### config.mk
export PLATFORM = sky130hd
export DESIGN_NAME = pipe_stage_buf
export DESIGN_NICKNAME = d
export VERILOG_FILES = /design/src/rtl/pipe_stage_buf.sv
export SDC_FILE = /design/constraint.sdc
export NUM_CORES = 1
export LEC_CHECK = 0
export CORE_MARGIN = 2
export CORE_UTILIZATION = 54
export DETAILED_ROUTE_END_ITERATION = 10
export PLACE_DENSITY_LB_ADDON = 0.25
export SLEW_MARGIN = 20
export SYNTH_ARGS = -nofsm -noshare
export SYNTH_HDL_FRONTEND = slang
export SYNTH_SLANG_ARGS = --single-unit
### constraint.sdc
create_clock -name i_clk -period 2.94 [get_ports i_clk]
set_input_delay 0.294 -clock i_clk [delete_from_list [all_inputs] [get_ports i_clk]]
set_output_delay 0.294 -clock i_clk [all_outputs]
set_load 0.05 [all_outputs]
### src/rtl/pipe_stage_buf.sv
// Reusable valid/ready pipeline slice carrying an opaque payload, with flush,
// optional 2-entry skid buffer (registered o_rdy) and a saturating stall counter.
module pipe_stage_buf #(
    parameter int DATA_W       = 32,
    parameter int SKID         = 1,
    parameter int CLR_ON_FLUSH = 1,
    parameter int CNT_W        = 16
) (
    input  logic              i_clk,
    input  logic              i_rst_n,
    input  logic              i_flush,
    input  logic              i_vld,
    output logic              o_rdy,
    input  logic [DATA_W-1:0] i_data,
    output logic              o_vld,
    input  logic              i_rdy,
    output logic [DATA_W-1:0] o_data,
    output logic [1:0]        o_occ,
    output logic [CNT_W-1:0]  o_stall_cnt,
    input  logic              i_cnt_clr
);

    // State encoding doubles as the occupancy count.
    typedef enum logic [1:0] {
        EMPTY = 2'd0,
        ONE   = 2'd1,
        FULL  = 2'd2
    } state_t;

    localparam logic [CNT_W-1:0] CNT_MAX = '1;

    state_t            state;
    logic [DATA_W-1:0] main_q;
    logic [DATA_W-1:0] skid_q;
    logic              rdy_q;
    logic              in_fire;
    logic              out_fire;

    assign o_vld    = (state != EMPTY);
    assign o_rdy    = (SKID != 0) ? rdy_q : (!o_vld || i_rdy);
    assign in_fire  = i_vld && o_rdy;
    assign out_fire = o_vld && i_rdy;
    assign o_data   = main_q;
    assign o_occ    = state;

    always_ff @(posedge i_clk or negedge i_rst_n) begin
        if (!i_rst_n) begin
            state  <= EMPTY;
            main_q <= '0;
            skid_q <= '0;
            rdy_q  <= 1'b1;
        end else if (i_flush) begin
            // Flush wins over any handshake; a same-cycle input beat is dropped.
            state <= EMPTY;
            rdy_q <= 1'b1;
            if (CLR_ON_FLUSH != 0) begin
                main_q <= '0;
                skid_q <= '0;
            end
        end else begin
            case (state)
                EMPTY: begin
                    if (in_fire) begin
                        main_q <= i_data;
                        state  <= ONE;
                    end
                end
                ONE: begin
                    if (in_fire && out_fire) begin
                        main_q <= i_data;
                    end else if (in_fire) begin
                        // Only reachable in skid mode: park the beat behind main.
                        skid_q <= i_data;
                        state  <= FULL;
                        rdy_q  <= 1'b0;
                    end else if (out_fire) begin
                        state <= EMPTY;
                    end
                end
                FULL: begin
                    if (out_fire) begin
                        main_q <= skid_q;
                        state  <= ONE;
                        rdy_q  <= 1'b1;
                    end
                end
                default: begin
                    state <= EMPTY;
                    rdy_q <= 1'b1;
                end
            endcase
        end
    end

    always_ff @(posedge i_clk or negedge i_rst_n) begin
        if (!i_rst_n) begin
            o_stall_cnt <= '0;
        end else if (i_cnt_clr) begin
            o_stall_cnt <= '0;
        end else if (o_vld && !i_rdy && (o_stall_cnt != CNT_MAX)) begin
            o_stall_cnt <= o_stall_cnt + 1'b1;
        end
    end

endmodule
## Word-level counts from Yosys, hierarchy flattened

Index checks and enable logic that the tools add are counted.
Widths: inputs -> output; s select.

- Logic and storage cells: 55
- Flip-flop bits (word level): 83
- Input bits: 38
- Output and inout port bits: 52

- Add/subtract/negate cells: 1
- Multiplexer cells: 22
- Reduce and logical (&&, ||, !) cells: 16
- Eq/ne operators: 11

Operator list:

| kind | count |
|---|---|
| $mux 32 | 7 |
| $pmux 32 s3 | 1 |
| $mux 16 | 2 |
| $add 16x1->16 const B | 1 |
| $ne 16x16->1 const B | 1 |
| $ne 3x3->1 const B | 5 |
| $mux 2 | 6 |
| $reduce_and 4->1 | 3 |
| $reduce_bool 2->1 | 4 |
| $pmux 2 s3 | 1 |
| $logic_and 1x1->1 | 5 |
| $mux 1 | 4 |
| $ne 2x2->1 const B | 2 |
| $ne 4x4->1 const B | 1 |
| $reduce_bool 4->1 | 1 |
| $pmux 1 s3 | 1 |
| $reduce_and 3->1 | 1 |
| $eq 2x1->1 const B | 1 |
| $eq 2x2->1 const B | 1 |
| $logic_not 2->1 | 1 |
| $logic_not 1->1 | 1 |

## Longest topological paths before layout

- Word-level depth: 7
- Mapped depth: 6
- Depth with buffers taken out: 5

## Worst setup path before layout

Ideal clock, no wire load.

- Path type: flip-flop to flip-flop
- Start point: register o_stall_cnt[1]
- End point: register o_stall_cnt[10]
- Required time: 2862 ps
- Path slack: 685 ps
- Arrival time: 2177 ps
- Path buffers: 0
- Stages on the path, launching flop included: 6
- Setup time: 78 ps
- Period minus slack after synthesis: 2255 ps
- Cell sequence: dfrtp_1 > ha_1 > nand4_2 > or3_1 > or4_1 > a21oi_1

- Longest elaborated chain between the ends: 3
- Elaborated cells on any way between the ends: 6
- Those cells by class: add/sub (1); eq/ne (1); mux (2); reduce/logical (2)

Ends and longest elaborated chain:

| item | RTL line | RTL |
|---|---|---|
| from (decl) | 19 | `output logic [CNT_W-1:0] o_stall_cnt,` |
| from (signal assigned) | 101 | `o_stall_cnt <= o_stall_cnt + 1'b1;` |
| $add 16x1->16 / $ne 16x16->1 (equally long branches) | 101, 100 |  |
| $mux 16 / $logic_and 1x1->1 (equally long branches) | 100 | `end else if (o_vld && !i_rdy && (o_stall_cnt != CNT_MAX)) begin` |
| $mux 16 / $reduce_bool 2->1 (equally long branches) | - |  |

Several ways; a longest one is shown, not always the timed one. The select of a mux whose other input is x is not followed.
A chain may end at the register's enable or synchronous reset.

## Worst setup path in the final report

- Start point: register state[0], in the netlist o_occ[0]
- End point: output port o_vld

- Longest elaborated chain between the ends: 1

Ends and longest elaborated chain:

| item | RTL line | RTL |
|---|---|---|
| from (decl) | 32 | `state_t state;` |
| from (signal assigned) | 48 | `state <= EMPTY;` |
| from (signal assigned) | 54 | `state <= EMPTY;` |
| from (signal assigned) | 65 | `state <= ONE;` |
| $reduce_bool 2->1 | 39 | `assign o_vld = (state != EMPTY);` |
| to (decl) | 15 | `output logic o_vld,` |

No other way between the ends.

==> results.md <==
- Status: finished with violations
- Failing checks: negative hold slack
- Post-synthesis mux area share: 0.0983
- Worst EP arrival: 1920 ps
- Drt pass-1 iters: 4
- # diodes: 0
- Final hold vios: 21
- Syn Inst Count: roughly 400
- Max incr delay on CP: 790 ps
- Crit path cell chain: or2_2, clkdlybuf4s50_1
- Fmax: about 450 MHz
- EDFF count, synth: 0
- Setup violators final: 0
- Tot Pwr: ~2.7 mW
- CTS Hold Bufs: 0
- Layout area overhead: 31.3%
- Synth top area cells: dfrtp_1 (53%), nand2_1 (10%), mux2i_1 (9.0%), o31ai_1 (6.5%), a21oi_1 (5.6%)
- Die Wd: 89.1 um
- Sequential fraction of the synthesis area: 0.532
- Top-area cell type share of the netlist area: 0.525
- Layout cell share with drive strength beyond 1: 0.0761
- Starting Density: 0.547
- R2r endpoint: o_stall_cnt[10]$_DFFE_PN0P_
- Nets: 520
- Slew HR: 0.502
- Critical Path RT: 2650 ps
- First-pass GRT wire length: ~14 mm
- TNS Setup: 0 ps
- Dpl hpwl: roughly 5.6 mm
- Critical-path top delay cell: clkdlybuf4s50_1
- Post-synthesis cell area: slightly below 4000 um2
- Clock Skew: 10.7 ps
- Gr ovfl total: 0
- Chip height: about 89 um
- Total GRT Usage: 0.228
- Worst setup path class: reg -> out
- Root buffer cell: clkbuf_8
- Fin crit share: 0.753
- Unrepaired setup endpoints after global routing: false
- Async SR Flop Fraction: 1.00
- Total I/O pin count: 90
- Vias/cell: 5.57
- Largest family of logic cells by synthesized area: simple AND/OR/NAND/NOR gates
- Total power per unit cell area: between 500 and 600 nW/um2
- Synth Area in Compound Gates: 0.153
- Synthesized area per cell: between 9 and 10 um2
- Vias in the first global route: between 3000 and 4000
- Top FF cell, synth: dfrtp_1
- Post-Synthesis Net Count: roughly 440
- Antenna Nets Post-Route: 0
- Simple-Gate Fraction of Synth Area: 0.185
- Largest net degree at the start of global routing: 84
- Yosys warnings: 0
- R2R depth: 5
- Crit path capture type: output port
- Initial antenna violation count: 0
- Fill cells: between 500 and 600
- CP startpoint kind: register
- Drt drc: 0
- Crit path max-delay family: buffers and inverters
- Adder-cell area share of the yosys netlist: 0.00320
- Minimum clock period: between 2000 and 2500 ps
- Post-Synth XOR/XNOR Area: 0
- Worst Tran Pin Value: approximately 750 ps
- DR iter-0 viols: 184
- Post-CTS Setup Inserts: 0
- Slew Viols, Final: 0
- WHS: -33.5 ps
- Post-synthesis cell type count: 40
- Count leader, synth: nand2_1
- Routability cong.: 0.770
- Clock transition at the registers of the reported paths: 90 ps
- Die ar.: just under 8000 um2
- Skew-Pair Late Insertion Delay: ~350 ps
- H-tree level count: 3
- Post-synthesis register bit count: 83
- Worst path bufs/invs: 1
- Via count: ~3300
- Largest vdd supply drop: 0.000220 V
- Worst hold path type: in -> async
- Core Area: 7140 um2
- Critical path fanouts, max: 11
- MaxCap Viol Count: 0
- Leading area contributor after synthesis: dfrtp_1
- TritonCTS clock tree: yes
- # resized after CTS: 0
- Worst reg2reg startpoint: o_stall_cnt[0]$_DFFE_PN0P_
- Clock buffer depth: 2
- Port Buffers: ~90
- Total CTS buffers: 9
- FP Rows: 31
- DRT Wirelength: around 8.7 mm
- Wire per inst: roughly 15 um
- Sink Count: 83
- Reg2reg setup slack: between 800 and 900 ps
- Lkg Pwr: around 2.0 nW
- Post-synth top cells: nand2_1 (104), dfrtp_1 (82), a21oi_1 (44), mux2i_1 (35), o31ai_1 (34)
==> how the worst max path moves through the flow <==
| stage | startpoint | to | slack, ps | cells past startpoint |
|---|---|---|---|---|
| final | o_occ[0]$_DFFE_PN0P_ | o_vld | 730 | 2 |
| after global routing | o_occ[0]$_DFFE_PN0P_ | o_vld | 640 | 2 |
| after CTS | o_occ[0]$_DFFE_PN0P_ | o_vld | 700 | 2 |
| after detailed placement | i_rdy | o_stall_cnt[15]$_DFFE_PN0P_ | 530 | 5 |
| after global placement | i_rdy | o_stall_cnt[15]$_DFFE_PN0P_ | 600 | 5 |
| after floorplan | o_stall_cnt[1]$_DFFE_PN0P_ | o_stall_cnt[10]$_DFFE_PN0P_ | 680 | 5 |
==> worst reg2reg max path, cell delays in order (launching register included) <==
cell     delay, ps
dfrtp_1        450
ha_1           240
nand4_2        200
or3_1          470
or4_1          510
a21oi_1        150
==> metal layers <==
metal	GRT usage	vias up	part of all wire
met3	0.0360	9	0.046
met5	0	-	0
li1	-	1578	-
met2	0.393	89	0.51
met4	0.0896	0	0.011
met1	0.288	1580	0.44
==> final cells by class <==
cell class | count | area [um2] | share of cell area
clock buffers | 9 | 124 | 0.0242
clock inverters | 7 | 98.8 | 0.0193
inverters | 1 | 3.75 | 0.000732
multi-input cells | 291 | 1740 | 0.340
flip-flops and latches | 83 | 2080 | 0.405
well taps | 99 | 124 | 0.0242
repair buffers | 95 | 957 | 0.187
==> per-stage QoR <==
step	setup slack [ps]	std cells	area (um2)	utilization
floorplan	685	402	3910	-
global placement	603	569	4900	0.687
detailed placement	535	569	4900	0.687
CTS	705	585	5120	0.718
global route	636	585	5130	0.718
finish	727	585	5130	0.718
==> cells by family after synthesis <==
group / after synthesis
DFF: 83
and+or+nand+nor: 158
adders and majority gates: 1
buffers and inverters: 28
muxes: 38
AOI/OAI and AO/OA: 94
==> sequential cells by signal (all words and copies together), names as in the netlist <==
name         count
o_stall_cnt     16
o_occ            2
skid_q          32
o_data          32
o_rdy            1
==> report_power, final <==
part | switching, mW | leakage, nW | total [mW] | internal (mW)
Clock | 0.421 | 0.110 | 0.905 | 0.484
Combinational | 0.341 | 0.765 | 0.533 | 0.192
Sequential | 0.0401 | 1.12 | 1.24 | 1.20
==> layout by cell type, fill, tap and decap left out, types with 3 or more instances in the layout <==
master and n:
buf_4 4, dfrtp_1 82, o31ai_1 34, clkbuf_8 9, nand4_1 4, or3_1 9, nor2b_1 4, nor2_1 10
o21ai_0 6, mux2_2 3, mux2i_1 35, clkdlybuf4s50_1 87, nand3_1 5, nand2b_1 3, nand2_1 104, a21oi_1 44
No activity file was read; power rests on OpenSTA's default activity.
